File: src/rtl/cmp_pkg.sv
// Shared types and constants for the serial digit-compare accumulator.
// Holds the FSM state encoding, verdict codes and the result-code check.
package cmp_pkg;

    typedef enum logic [2:0] {
        IDLE    = 3'd0,
        EQ_RUN  = 3'd1,
        GT_LOCK = 3'd2,
        LT_LOCK = 3'd3,
        DONE    = 3'd4
    } cmp_state_t;

    localparam logic [1:0] VERDICT_NONE = 2'd0;
    localparam logic [1:0] VERDICT_GT   = 2'd1;
    localparam logic [1:0] VERDICT_EQ   = 2'd2;
    localparam logic [1:0] VERDICT_LT   = 2'd3;

    // A comparator result code is well formed only when exactly one flag is high.
    function automatic logic code_onehot(input logic [2:0] code);
        return (code == 3'b001) || (code == 3'b010) || (code == 3'b100);
    endfunction

endpackage

File: src/rtl/cmp_code_decode.sv
// Decodes one {A>B, A==B, A<B} comparator result into usable digit flags.
// Malformed codes report neither greater nor less, so they fold as "equal".
module cmp_code_decode
    import cmp_pkg::*;
(
    input  logic f1,
    input  logic f2,
    input  logic f3,
    output logic digit_gt,
    output logic digit_lt,
    output logic malformed
);

    logic valid_code_s;

    assign valid_code_s = code_onehot({f1, f2, f3});
    assign malformed    = ~valid_code_s;
    assign digit_gt     = valid_code_s & f1;
    assign digit_lt     = valid_code_s & f3;

endmodule

File: src/rtl/serial_compare_accumulator.sv
// Folds MSB-first digit compare results into a registered magnitude verdict,
// with a sticky error for malformed codes and operands longer than MAX_DIGITS.
module serial_compare_accumulator
    import cmp_pkg::*;
#(
    parameter  int MAX_DIGITS = 8,
    localparam int CW         = $clog2(MAX_DIGITS + 1)
) (
    input  logic          clk,
    input  logic          rst,
    input  logic          digit_valid,
    input  logic          first,
    input  logic          last,
    input  logic          f1,
    input  logic          f2,
    input  logic          f3,
    output logic          gt,
    output logic          eq,
    output logic          lt,
    output logic          done,
    output logic          busy,
    output logic          err,
    output logic [CW-1:0] digit_cnt
);

    localparam logic [CW:0] MAX_CNT = (CW + 1)'(MAX_DIGITS);

    cmp_state_t    state_q, state_d;
    cmp_state_t    base_state_s, lock_state_s;
    logic [CW-1:0] cnt_q, cnt_d;
    logic [CW:0]   cnt_inc_s;
    logic [1:0]    verdict_s;
    logic          gt_q, gt_d, eq_q, eq_d, lt_q, lt_d;
    logic          done_q, done_d, busy_q, busy_d, err_q, err_d;
    logic          running_s, accept_s;
    logic          digit_gt_s, digit_lt_s, malformed_s;

    cmp_code_decode u_decode (
        .f1        (f1),
        .f2        (f2),
        .f3        (f3),
        .digit_gt  (digit_gt_s),
        .digit_lt  (digit_lt_s),
        .malformed (malformed_s)
    );

    assign running_s = (state_q == EQ_RUN) || (state_q == GT_LOCK) || (state_q == LT_LOCK);
    assign accept_s  = digit_valid && (first || running_s);
    // A first digit restarts from an all-equal history regardless of the current state.
    assign base_state_s = first ? EQ_RUN : state_q;
    assign cnt_inc_s    = (first ? {(CW + 1){1'b0}} : {1'b0, cnt_q}) + {{CW{1'b0}}, 1'b1};

    // Next state, counter, error and verdict for the accepted digit.
    always_comb begin
        state_d      = state_q;
        cnt_d        = cnt_q;
        err_d        = err_q;
        gt_d         = gt_q;
        eq_d         = eq_q;
        lt_d         = lt_q;
        done_d       = 1'b0;
        lock_state_s = base_state_s;
        verdict_s    = VERDICT_NONE;
        case (base_state_s)
            EQ_RUN:  lock_state_s = digit_gt_s ? GT_LOCK : (digit_lt_s ? LT_LOCK : EQ_RUN);
            GT_LOCK: lock_state_s = GT_LOCK;
            LT_LOCK: lock_state_s = LT_LOCK;
            default: lock_state_s = EQ_RUN;
        endcase
        case (lock_state_s)
            GT_LOCK: verdict_s = VERDICT_GT;
            LT_LOCK: verdict_s = VERDICT_LT;
            EQ_RUN:  verdict_s = VERDICT_EQ;
            default: verdict_s = VERDICT_NONE;
        endcase
        if (accept_s) begin
            gt_d = 1'b0;
            eq_d = 1'b0;
            lt_d = 1'b0;
            if (cnt_inc_s > MAX_CNT) begin
                state_d = DONE;
                cnt_d   = MAX_CNT[CW-1:0];
                err_d   = 1'b1;
                done_d  = 1'b1;
            end else begin
                cnt_d = cnt_inc_s[CW-1:0];
                err_d = (first ? 1'b0 : err_q) | malformed_s;
                if (last) begin
                    state_d = DONE;
                    done_d  = 1'b1;
                    gt_d    = (verdict_s == VERDICT_GT);
                    eq_d    = (verdict_s == VERDICT_EQ);
                    lt_d    = (verdict_s == VERDICT_LT);
                end else begin
                    state_d = lock_state_s;
                end
            end
        end else begin
            state_d = state_q;
        end
        busy_d = (state_d == EQ_RUN) || (state_d == GT_LOCK) || (state_d == LT_LOCK);
    end

    // State and output registers with synchronous reset.
    always_ff @(posedge clk) begin
        if (rst) begin
            state_q <= IDLE;
            cnt_q   <= {CW{1'b0}};
            err_q   <= 1'b0;
            gt_q    <= 1'b0;
            eq_q    <= 1'b0;
            lt_q    <= 1'b0;
            done_q  <= 1'b0;
            busy_q  <= 1'b0;
        end else begin
            state_q <= state_d;
            cnt_q   <= cnt_d;
            err_q   <= err_d;
            gt_q    <= gt_d;
            eq_q    <= eq_d;
            lt_q    <= lt_d;
            done_q  <= done_d;
            busy_q  <= busy_d;
        end
    end

    assign gt        = gt_q;
    assign eq        = eq_q;
    assign lt        = lt_q;
    assign done      = done_q;
    assign busy      = busy_q;
    assign err       = err_q;
    assign digit_cnt = cnt_q;

endmodule

File: config.mk
export PLATFORM = sky130hd
export DESIGN_NAME = serial_compare_accumulator
export DESIGN_NICKNAME = d
export VERILOG_FILES = /design/src/rtl/cmp_pkg.sv /design/src/rtl/cmp_code_decode.sv /design/src/rtl/serial_compare_accumulator.sv
export SDC_FILE = /design/constraint.sdc
export NUM_CORES = 1
export LEC_CHECK = 0
export CORE_AREA = 3 3 58 60
export CTS_CLUSTER_SIZE = 24
export DETAILED_ROUTE_END_ITERATION = 8
export DIE_AREA = 0 0 61 63
export GPL_TIMING_DRIVEN = 0
export PLACE_DENSITY_LB_ADDON = 0.3
export SYNTH_ARGS = -nofsm -noshare
export SYNTH_HDL_FRONTEND = slang
export SYNTH_SLANG_ARGS = --single-unit
File: constraint.sdc
create_clock -name clk -period 2.61 [get_ports clk]
set_input_delay 0.261 -clock clk [delete_from_list [all_inputs] [get_ports clk]]
set_output_delay 0.261 -clock clk [all_outputs]
set_load 0.01 [all_outputs]
==> Word level (Yosys, flattened, before mapping) <==
Index checks and enable logic that the tools add are counted.
Widths: inputs -> output; s select.
{ "totals": {"ff_bits": 13, "inputBits": 8, "out_inout_bits": 10, "wordCells": 62} }
{ "op_classes": {"n_addsub": 1, "n_lt_le_gt_ge": 1, "n_eq_ne": 18, "mux": 20, "n_bitwise": 5, "n_reduce_logical": 9} }
{ "ops": {"columns": ["op", "count"], "rows": [
  ["$eq 3x2->1 const B", 9],
  ["$eq 3x1->1 const B", 5],
  ["$mux 3", 4],
  ["$pmux 2 s3", 2],
  ["$mux 1", 10],
  ["$mux 4", 2],
  ["$logic_or 1x1->1", 7],
  ["$add 4x1->5 const B", 1],
  ["$gt 5x4->1 const B", 1],
  ["$eq 2x2->1 const B", 2],
  ["$mux 2", 2],
  ["$eq 3x3->1 const B", 1],
  ["$and 1x1->1", 2],
  ["$eq 2x1->1 const B", 1],
  ["$not 1->1", 2],
  ["$reduce_or 2->1", 1],
  ["$logic_and 1x1->1", 1],
  ["$or 1x1->1", 1]
]} }

==> Depth between registers and ports, before layout <==
Gate-level depths: netlist (run 1).
{ "logic_depth": {"ltp_word": 13, "mapped_depth": 6, "mapped_depth_nobuf": 5} }

==> Modules after synthesis <==
From an unflattened synthesis (run 1), not the netlist that was laid out.
{ "unflattened": {"cells_unflattened": 79, "hier_area_um2": 670.6} }
{ "by_module_without_submodules": {"columns": ["module", "n_inst", "cells_each", "area_each_um2", "seq_area_each_um2"], "rows": [
  ["serial_compare_accumulator", 1, 74, 636.9, 260.2],
  ["cmp_code_decode", 1, 5, 33.8, 0.0]
]} }

==> Worst setup path before layout (run 1) <==
No wires, ideal clock.
{ "synth_timing": {"kind": "reg2reg", "startpoint": "reg state_q[1]", "endpoint": "reg lt_q, in the netlist lt", "arrival_time_ns": 1.378, "t_required_ns": 2.541, "setup_slack_ns": 1.163, "path_stages_with_launch": 6, "synth_period_minus_slack_ns": 1.447, "cell_sequence": "dfxtp_1 > buf_6 > nor4b_1 > a211o_1 > or4_1 > o21ai_1"} }
{ "synth_via": {"elab_chain_len": 8, "word_cells_on_any_way": 19} }
{ "synth_rtl": {"columns": ["item", "line", "text"], "rows": [
  ["start, declared", "serial_compare_accumulator.sv:28", "cmp_state_t state_q, state_d;"],
  ["start signal, assigned", "serial_compare_accumulator.sv:116", "state_q <= state_d;"],
  ["$mux 3", "serial_compare_accumulator.sv:50", "assign base_state_s = first ? EQ_RUN : state_q;"],
  ["$eq 3x2->1 or $eq 3x1->1 (tied branches)", "serial_compare_accumulator.sv:64", "case (base_state_s)"],
  ["$pmux 2 s3", "serial_compare_accumulator.sv:64", null],
  ["$eq 3x1->1 or $eq 3x2->1 (tied branches)", "serial_compare_accumulator.sv:70", "case (lock_state_s)"],
  ["$pmux 2 s3", "serial_compare_accumulator.sv:70", null],
  ["$eq 2x2->1", "serial_compare_accumulator.sv:93", "lt_d = (verdict_s == VERDICT_LT);"],
  ["$mux 1", "serial_compare_accumulator.sv:88", "if (last) begin"],
  ["$mux 1", "serial_compare_accumulator.sv:80", "if (cnt_inc_s > MAX_CNT) begin"],
  ["end signal, assigned", "serial_compare_accumulator.sv:121", "lt_q <= lt_d;"],
  ["end, declared", "serial_compare_accumulator.sv:33", "logic gt_q, gt_d, eq_q, eq_d, lt_q, lt_d;"]
]} }
Parallel ways exist; a longest one is shown, timed or not.
A chain may end at the register's enable or synchronous reset.

==> Final worst setup path (run 1) <==
{ "layout_timing": {"startpoint": "in first", "endpoint": "reg busy_q, in the netlist busy"} }
{ "layout_via": {"elab_chain_len": 9, "word_cells_on_any_way": 18} }
{ "layout_rtl": {"columns": ["item", "line", "text"], "rows": [
  ["start, declared", "serial_compare_accumulator.sv:12", "input logic first,"],
  ["branches (longest 5 deep; another with $add 4x1->5)", null, null],
  ["$mux 3 *", "serial_compare_accumulator.sv:76", "if (accept_s) begin"],
  ["$eq 3x1->1 or $eq 3x2->1 (tied branches)", "serial_compare_accumulator.sv:101", "busy_d = (state_d == EQ_RUN) || (state_d == GT_LOCK) || (state_d == LT_LOCK);"],
  ["$logic_or 1x1->1", "serial_compare_accumulator.sv:101", null],
  ["$logic_or 1x1->1 *", "serial_compare_accumulator.sv:101", null],
  ["end signal, assigned", "serial_compare_accumulator.sv:123", "busy_q <= busy_d;"],
  ["end, declared", "serial_compare_accumulator.sv:34", "logic done_q, done_d, busy_q, busy_d, err_q, err_d;"]
]} }
Mark *: on every way between the ends.

==> results.toml, run 1 <==
[run_status]
status = "complete, no violations"

[job]
maxCapViolations = 0

[synth]
syn_avg_cell_area_um2 = 8.79
synth_simple_gate_area_share_pct = 25.8
synth-main-ff-cell = "dfxtp_1"
synth_top_family_by_area = "simple AND/OR/NAND/NOR gates"
synth_mux_area_share_pct = 1.58
yosysWarningCount = 0
syn_area_um2 = 712
synth_top_area_share_pct = 36.6
synth-async-reset-ratio_pct = 0
synth_nets = 91
synth-compound-area-share_pct = 24.8
synth.distinct_cells = 34
yosys-top-cells-area = "dfxtp_1 37%, a21oi_1 4.9%, nor2_1 4.7%"
ys_ff_latch = 13
synthCells = 81
yosysSeqAreaShare_pct = 36.6
yosys.area_share.xor_xnor_pct = 2.46
synth_top_area_cell = "dfxtp_1"
yosys.area_share.adder_pct = 3.51
synth-edff-count = 0

[power]
powerDensity_mw_per_mm2 = 448
p_leak_nw = 0.334
power_w = 0.000426
peakVddDrop_mv = 0.262

[critical_path]
timing.critical_path.cells = "clkdlybuf4s50_1, buf_6, o311ai_2, o32a_2, a211oi_2"
r2r_setup_slack_ns = 1.04
cp.required_ns = 2.76
arrival_ns = 1.93
crit_path_end_kind = "flop"
path_class = "input pin to flop"
start_kind = "input pin"
slowest_delay_ns = 0.66
rr_startpoint = "state_q[2]"
critical-path-top-delay-family = "compound AO/OA/AOI/OAI gates"
worst_r2r_endpoint = "lt"
cpMaxStageDelayCell = "o311ai_2"
reg2reg_depth = 4
cp_num_buf_inv = 2
crit_fanout = 10

[global_route]
grt_pass1_wl_um = 2900
grt_start_max_net_pins = 11
antenna_found_initial = 0
grt_remaining_overflow = 0
grt_pass1_vias = 706
grtUsageTotal_pct = 9.81

[die]
die_area_mm2 = 0.00384
die_x_um = 61
initial_core_util_pct = 23.9
core-area_mm2 = 0.00298
row_count = 20
num_io_pins = 18
fp.dieH_um = 63

[final_layout]
final_cell_mix = "17 x clkdlybuf4s50_1, 13 x dfxtp_1, 9 x nor2_1"
fillCellCount = 322
area_delta_synth_final_pct = 33.4
n_antenna_cell = 0
layout.nets = 113
layout-drive-gt1-share_pct = 11.8
final_common_cell = "clkdlybuf4s50_1"
fin_area_um2 = 950

[detailed_routing]
first_pass_iters = 4
wl_met2_um = 793
highest_layer = "met4"
num_vias = 681
drt-met1-wl_um = 766
viasPerCell = 5.04
wl_per_cell_um = 12.2
wirelength_um = 1650
drc = 0
met3WireLength_um = 75
first_iter_violations = 13
antenna_left = 0

[sta]
setup_violations = 0
tns_ns = 0
post-route-period-util_pct = 68.1
hold_slack_ns = 0.466
hold_violations = 0
slew_viol_final = 0
skew_ns = 0.00120
rsz0062_at_grt = "no"
maxSlewHeadroom_pct = 52.4
fmax_ghz = 0.562
tightestPinTransition_ns = 0.713
post-route-min-period_ns = 1.78

[placement]
placed_cell_area_um2 = 923
dpl.hpwl_um = 1230
io_buffers = 17
routabilityCongestion = 0.741

[min_path]
min_from = "eq"
whs_endpoint = "eq"
hold_depth = 2
hp-class = "flop to flop"

[cts]
clk_latency_ns = 0.27
cts_setup_buffers = 0
h-tree-depth = 1
clkTransAtPathRegs_ns = 0.07
cts_tree = "yes"
clock_path_buffers = 2
holdBufCountCts = 0
cts_resized = 0
cts_inserted_buffers = 3
cts-root-buf = "clkbuf_4"
cts_sinks = 13
[power breakdown]
group          switching [W]  total (W)  internal [W]
sequential        0.00000920   0.000216      0.000207
clock              0.0000624   0.000122     0.0000591
combinational      0.0000428  0.0000879     0.0000450
[logic make-up after synthesis]
kind of cell,count (synthesis)
muxes,1
buffers and inverters,6
DFF,13
adders and majority gates,2
and+or+nand+nor,34
xor gates and xnor gates,2
AOI/OAI and AO/OA,23
[worst max-delay path by stage]
stage	start	end	slack, ns	cells after the start
floorplan	state_q[1]	lt	1.16	5
detailed placement	first	busy	0.54	5
finish	first	busy	0.83	5
global placement	first	busy	0.54	5
global route	first	busy	0.71	5
CTS	first	busy	0.82	5
[cell usage after synthesis (3+ instances only)]
cell	count
a21oi_1	7
dfxtp_1	13
inv_1	3
nand2_1	5
nand2b_1	3
nor2_1	9
nor2b_1	3
nor3_1	4
[worst reg2reg max path: stages, from the launching register on]
cell     delay (ns)
dfxtp_1        0.47
nor3b_1        0.09
a211o_1        0.34
or4_1          0.48
o21ai_1        0.13
[cell type report]
class | count | area, µm² | area share, %
clock buffer | 4 | 26.3 | 2.77
buffer | 3 | 26.3 | 2.77
sequential | 13 | 260 | 27.4
inverter | 3 | 11.3 | 1.19
tap | 33 | 41.3 | 4.35
timing repair buffer | 17 | 170 | 17.9
multi-input combinational | 62 | 414 | 43.6
[state kept, by name (all words and copies together) (netlist names)]
signal     cells
digit_cnt      4
lt             1
busy           1
state_q        3
err            1
eq             1
done           1
gt             1
[metrics by stage]
stage	util (%)	cells	setup slack, ns
2_1_floorplan	-	81	1.16
3_3_place_gp	31.0	131	0.538
3_5_place_dp	31.0	131	0.541
4_1_cts	31.9	135	0.825
5_1_grt	31.9	135	0.705
6_report	31.9	135	0.832
[metal layers]
metal | GRT usage (%) | vias to the layer above
met5 | 0 | -
met4 | 1.63 | 0
met3 | 3.93 | 4
met2 | 16.8 | 19
met1 | 11.3 | 316
li1 | - | 342
Note: power is estimated with default switching activity, not from simulation.
==> inputs of run 2 (changes only) <==
==> constraint.sdc (replaced) <==
create_clock -name clk -period 1.85 [get_ports clk]
set_input_delay 0.185 -clock clk [delete_from_list [all_inputs] [get_ports clk]]
set_output_delay 0.185 -clock clk [all_outputs]
set_load 0.01 [all_outputs]
==> results of run 2 <==
The final DEF is identical to that of run 1. Status: complete, no violations.
Main changes from that run: setup slack after placement 0.541 ns -> -0.143 ns; setup slack after layout 0.832 ns -> 0.148 ns; register-to-register setup slack 1.04 ns -> 0.28 ns; total power 0.000426 W -> 0.000600 W; worst IR drop on VDD 0.262 mV -> 0.369 mV
